**config.mk**
```make
export PLATFORM = sky130hd
export DESIGN_NAME = gpi_input_conditioner
export DESIGN_NICKNAME = d
export VERILOG_FILES = /design/src/rtl/gpi_input_conditioner.sv
export SDC_FILE = /design/constraint.sdc
export NUM_CORES = 1
export LEC_CHECK = 0
export CAP_MARGIN = 5
export CORE_MARGIN = 3
export CORE_UTILIZATION = 54
export CTS_BUF_LIST = sky130_fd_sc_hd__clkbuf_8
export DETAILED_ROUTE_END_ITERATION = 7
export PLACE_DENSITY = 0.86
export SLEW_MARGIN = 20
export SYNTH_ARGS = -nofsm -noshare
export SYNTH_HDL_FRONTEND = slang
export SYNTH_SLANG_ARGS = --single-unit
```
**constraint.sdc**
```tcl
create_clock -name CLK_I -period 2.86 [get_ports CLK_I]
set_clock_uncertainty 0.05 [all_clocks]
set_input_delay 0.572 -clock CLK_I [delete_from_list [all_inputs] [get_ports CLK_I]]
set_output_delay 0.572 -clock CLK_I [all_outputs]
set_load 0.03 [all_outputs]
```
**src/rtl/gpi_input_conditioner.sv**
```systemverilog
// ---------------------------------------------------------------------------
// gpi_input_conditioner
//
// Core-side conditioning stage for a GPI pad cell with a pulldown input.
// Turns on the pad input buffer, forwards the Schmitt-trigger setting,
// synchronises the asynchronous pad level, debounces it, and produces:
//   - a filtered level,
//   - single-cycle rise and fall pulses,
//   - a sticky, maskable event flag.
// The block sits between the IO ring and the GPIO register block.
//
// Parameters
//   SYNC_STAGES  synchroniser depth (>= 2)
//   CNT_W        debounce counter / threshold width
//   RST_VAL      reset level of the synchroniser and LVL_O
//
// Ports
//   CLK_I       in   core clock
//   RSTN_I      in   synchronous reset, active-low
//   EN_I        in   input enable request
//   STE_CFG_I   in   Schmitt-trigger config, forwarded to the pad
//   DBNC_I      in   debounce threshold; 0 disables filtering
//   EVT_MASK_I  in   [0] rise raises IRQ, [1] fall raises IRQ
//   IRQ_CLR_I   in   clears the sticky IRQ
//   DI_I        in   pad receiver output, asynchronous
//   IE_O        out  pad input enable
//   STE_O       out  pad Schmitt-trigger select
//   LVL_O       out  debounced level
//   RISE_O      out  one-cycle pulse on a filtered 0->1
//   FALL_O      out  one-cycle pulse on a filtered 1->0
//   IRQ_O       out  sticky event flag
// ---------------------------------------------------------------------------
module gpi_input_conditioner #(
    parameter int   SYNC_STAGES = 2,
    parameter int   CNT_W       = 8,
    parameter logic RST_VAL     = 1'b0
) (
    input  logic             CLK_I,
    input  logic             RSTN_I,
    input  logic             EN_I,
    input  logic [1:0]       STE_CFG_I,
    input  logic [CNT_W-1:0] DBNC_I,
    input  logic [1:0]       EVT_MASK_I,
    input  logic             IRQ_CLR_I,
    input  logic             DI_I,
    output logic             IE_O,
    output logic [1:0]       STE_O,
    output logic             LVL_O,
    output logic             RISE_O,
    output logic             FALL_O,
    output logic             IRQ_O
);

    // The counter doubles as the settle timer; the settle phase lasts
    // SYNC_STAGES+1 cycles, so its last cycle is the one where cnt reaches
    // SYNC_STAGES.
    localparam logic [CNT_W-1:0] SETTLE_LAST = CNT_W'(SYNC_STAGES);

    typedef enum logic [1:0] {
        ST_OFF,
        ST_SETTLE,
        ST_RUN
    } state_t;

    state_t                 state_q, state_d;
    logic [SYNC_STAGES-1:0] sync_q;
    logic                   s;
    logic [CNT_W-1:0]       cnt_q, cnt_d;
    logic                   lvl_q, lvl_d;
    logic                   rise_q, rise_d;
    logic                   fall_q, fall_d;
    logic                   ie_q, ie_d;
    logic                   irq_q, irq_d;
    logic [1:0]             ste_q;

    assign s = sync_q[SYNC_STAGES-1];

    // Synchroniser shift chain. It keeps running in every state so that s
    // already tracks the pad by the time the settle phase ends.
    always_ff @(posedge CLK_I) begin
        if (!RSTN_I) begin
            sync_q <= {SYNC_STAGES{RST_VAL}};
        end else begin
            sync_q <= {sync_q[SYNC_STAGES-2:0], DI_I};
        end
    end

    // Pad Schmitt-trigger select, registered straight from the config input.
    always_ff @(posedge CLK_I) begin
        if (!RSTN_I) begin
            ste_q <= 2'b00;
        end else begin
            ste_q <= STE_CFG_I;
        end
    end

    // State register and all registered outputs. Everything the FSM produces
    // is flopped so the pad controls and the event outputs are glitch-free.
    always_ff @(posedge CLK_I) begin
        if (!RSTN_I) begin
            state_q <= ST_OFF;
            cnt_q   <= '0;
            lvl_q   <= RST_VAL;
            rise_q  <= 1'b0;
            fall_q  <= 1'b0;
            ie_q    <= 1'b0;
            irq_q   <= 1'b0;
        end else begin
            state_q <= state_d;
            cnt_q   <= cnt_d;
            lvl_q   <= lvl_d;
            rise_q  <= rise_d;
            fall_q  <= fall_d;
            ie_q    <= ie_d;
            irq_q   <= irq_d;
        end
    end

    // Next-state and output logic.
    // OFF: pad disabled, level frozen.
    // SETTLE: waits for the freshly enabled pad value to pass through the
    //         synchroniser, then adopts it silently, with no edge pulse.
    // RUN: a mismatch between s and the filtered level must persist until
    //      the counter has reached the threshold before the level follows.
    //      Using >= means a threshold lowered below the current count takes
    //      effect on the next mismatched cycle.
    // Disabling from any state drops straight to OFF, so the 0 produced by
    // the disabled pad never reaches the level.
    always_comb begin
        state_d = state_q;
        cnt_d   = cnt_q;
        lvl_d   = lvl_q;
        rise_d  = 1'b0;
        fall_d  = 1'b0;

        case (state_q)
            ST_OFF: begin
                cnt_d = '0;
                if (EN_I) begin
                    state_d = ST_SETTLE;
                end
            end
            ST_SETTLE: begin
                if (!EN_I) begin
                    state_d = ST_OFF;
                    cnt_d   = '0;
                end else if (cnt_q == SETTLE_LAST) begin
                    lvl_d   = s;
                    cnt_d   = '0;
                    state_d = ST_RUN;
                end else begin
                    cnt_d = cnt_q + CNT_W'(1);
                end
            end
            ST_RUN: begin
                if (!EN_I) begin
                    state_d = ST_OFF;
                    cnt_d   = '0;
                end else if (s == lvl_q) begin
                    cnt_d = '0;
                end else if (cnt_q >= DBNC_I) begin
                    lvl_d  = s;
                    cnt_d  = '0;
                    rise_d = s;
                    fall_d = ~s;
                end else begin
                    cnt_d = cnt_q + CNT_W'(1);
                end
            end
            default: begin
                state_d = ST_OFF;
                cnt_d   = '0;
            end
        endcase

        ie_d  = (state_d != ST_OFF);

        // A set in the same cycle as a clear wins.
        irq_d = (rise_d & EVT_MASK_I[0]) | (fall_d & EVT_MASK_I[1]) |
                (irq_q & ~IRQ_CLR_I);
    end

    assign IE_O   = ie_q;
    assign STE_O  = ste_q;
    assign LVL_O  = lvl_q;
    assign RISE_O = rise_q;
    assign FALL_O = fall_q;
    assign IRQ_O  = irq_q;

endmodule
```
==> impl_metrics.env <==
export IMPL_outcome="finished clean"
export IMPL_synth_area_per_cell_um2=9.38
export IMPL_grt_pass1_vias=869
export IMPL_final_antenna_net_count=0
export IMPL_clk_pin_slew_ns=0.07
export IMPL_portBuffers=23
export IMPL_start_kind="input pin"
export IMPL_firstDrtPassIters=4
export IMPL_hold_viol=0
export IMPL_hold_buffers=0
export IMPL_fin_crit_ns=2.40
export IMPL_cp_cell_sequence="clkdlybuf4s50_1 > inv_1 > ha_1 > nand2_1 > o21ai_0 > a21oi_2 > a221oi_1 > mux2i_1"
export IMPL_yosysSeqAreaShare=0.375
export IMPL_start_util=0.581
export IMPL_area_growth_pct=29.9
export IMPL_grt_remaining_overflow=0
export IMPL_globalplace_congestion=0.810
export IMPL_cpMaxStageDelayCell="clkdlybuf4s50_1"
export IMPL_clock_latency_ns=0.26
export IMPL_cts_buffers=3
export IMPL_dr_total_vias=833
export IMPL_grt_pass1_wl_um=3650
export IMPL_dpl_hpwl_um=1590
export IMPL_diodes=0
export IMPL_core_um2=1750
export IMPL_crit_type="in2reg"
export IMPL_cts_resized=0
export IMPL_synth_edf_count=0
export IMPL_final_nets=166
export IMPL_crit_fanout=4
export IMPL_yosys_register_bits=19
export IMPL_power_density_nw_per_um2=401
export IMPL_yosysWarningCount=0
export IMPL_finalCritPeriodShare=0.839
export IMPL_async_reset_ff_frac=0
export IMPL_setup_violations=0
export IMPL_place_inst=155
export IMPL_cts_setup_buffers=0
export IMPL_fin_cells=159
export IMPL_slowest_delay_ns=0.46
export IMPL_relSlewSlack=0.711
export IMPL_syn_nets=139
export IMPL_layout_drive_gt1_share=0.0672
export IMPL_cts_tree="yes"
export IMPL_drt_total_wl_um=2040
export IMPL_grtUsageTotal=0.199
export IMPL_synth_cells=108
export IMPL_worst_pin_slew_ns=0.429
export IMPL_clock_path_buffers=2
export IMPL_slew_viol_final=0
export IMPL_critical_path_required_ns=3.00
export IMPL_power_mw=0.527
export IMPL_rsz0062_at_grt="false"
export IMPL_ctsHtreeMaxLevel=1
export IMPL_synthFlopType="dfxtp_1"
export IMPL_p_leak_nw=0.553
export IMPL_drc_errors=0
export IMPL_drtIter0Drc=11
export IMPL_yosysUniqueCellTypes=31
export IMPL_grt_max_degree=12
export IMPL_tns_ns=0
export IMPL_arrival_ns=2.54
export IMPL_drv_cap=0
export IMPL_crit_path_end_kind="register"
export IMPL_die_x_um=49.3
export IMPL_core_rowCount=15
export IMPL_wire_per_inst_um=12.8
export IMPL_peakVddDrop_uv=529
export IMPL_place_ws_ns=0.233
export IMPL_routed_via_density=5.24
export IMPL_syn_area_um2=1010
export IMPL_r2r_setup_slack_ns=0.85
export IMPL_antenna_found_initial=0
export IMPL_clock_sinks=19
export IMPL_fmax_mhz=417
export IMPL_die_h_um=49.3
export IMPL_min_path_type="reg2reg"
export IMPL_dieArea_um2=2430
export IMPL_setup_ws_ns=0.459
export IMPL_fin_util=0.754
export IMPL_cts_root_buffer_cell="clkbuf_8"
export IMPL_cpLargestDelayFamily="compound AO/OA/AOI/OAI gates"
export IMPL_cp_buffers_inverters=2
export IMPL_io_pins=24
kinds of logic (layout without fill, tap and decap cells):
group                      after synthesis  count (layout)  synth area share
and+or+nand+nor                         36              36             0.200
DFF                                     19              19             0.375
AOI/OAI and AO/OA                       17              17             0.123
adders and majority gates               14              14             0.173
buffers and inverters                   13              39            0.0481
xor gates and xnor gates                 7               7            0.0605
muxes                                    2               2            0.0198
power breakdown:
part / switching (mW) / internal [mW] / leakage, nW
Sequential: 0.00392 / 0.271 / 0.154
Clock: 0.0870 / 0.0955 / 0.0269
Combinational: 0.0297 / 0.0404 / 0.372
cell usage in the layout, fill, tap and decap left out, drive strengths merged:
master,count
clkdlybuf4s50,23
dfxtp,19
ha,14
inv,13
nor2,11
a21oi,6
nand2,5
and2,5
xnor2,4
o21ai,3
xor2,3
nand3,3
and3,3
clkbuf,3
nand2b,3
mux2i,2
nor4b,2
a211oi,2
a2111o,1
nand4,1
or2,1
nor3,1
a41oi,1
o22ai,1
o32ai,1
o211ai,1
a221oi,1
nor4bb,1
cells in the mapped netlist (all sizes together), types with 2 or more instances:
cell    count  area share
ha         14        0.17
nand2       5       0.019
mux2i       2       0.020
inv        12       0.044
nand3       3       0.015
nor2       11       0.041
nor4b       2       0.023
o21ai       3       0.015
and2        5       0.031
xor2        3       0.026
and3        3       0.019
a21oi       6       0.033
a211oi      2       0.020
nand2b      3       0.026
dfxtp      19        0.38
xnor2       4       0.035
worst reg2reg max path, cell delays in order (launching register included):
cell,delay (ns)
dfxtp_1,0.38
inv_1,0.08
ha_1,0.27
nand2b_4,0.13
a2111o_1,0.45
a21oi_2,0.25
a221oi_1,0.15
mux2i_1,0.14
worst paths after layout:
path / from / end / cells past startpoint
worst min-delay path: sync_q[0] / sync_q[1] / 1
worst min register to register: sync_q[0] / sync_q[1] / 1
worst max-delay path: DBNC_I[7] / LVL_O / 8
worst max register to register: cnt_q[0] / LVL_O / 7
per-layer routing:
metal | GRT usage | routed length (um) | share of wire
met5 | 0 | 0 | 0
met4 | 0.128 | 52 | 0.025
met2 | 0.342 | 972 | 0.48
met1 | 0.213 | 901 | 0.44
met3 | 0.0520 | 114 | 0.056
sequential cells by signal (all words and copies together) (netlist names):
register / cells
sync_q: 2
FALL_O: 1
LVL_O: 1
IRQ_O: 1
cnt_q: 8
state_q: 2
STE_O: 2
IE_O: 1
RISE_O: 1
per-stage QoR:
step / instance area, um^2 / hold WS, ns
floorplan: 1010 / 0.362
global placement: 1270 / 0.363
detailed placement: 1270 / 0.373
CTS: 1320 / 0.390
global route: 1320 / 0.406
finish: 1320 / 0.393
cell type report:
class	count	area, um^2
clock buffer	3	41.3
clock inverter	1	3.75
fill	126	429
inverter	12	45.0
multi-input combinational	76	584
sequential	19	380
tap	25	31.3
timing repair buffer	23	230
No activity file was read; power rests on OpenSTA's default activity.
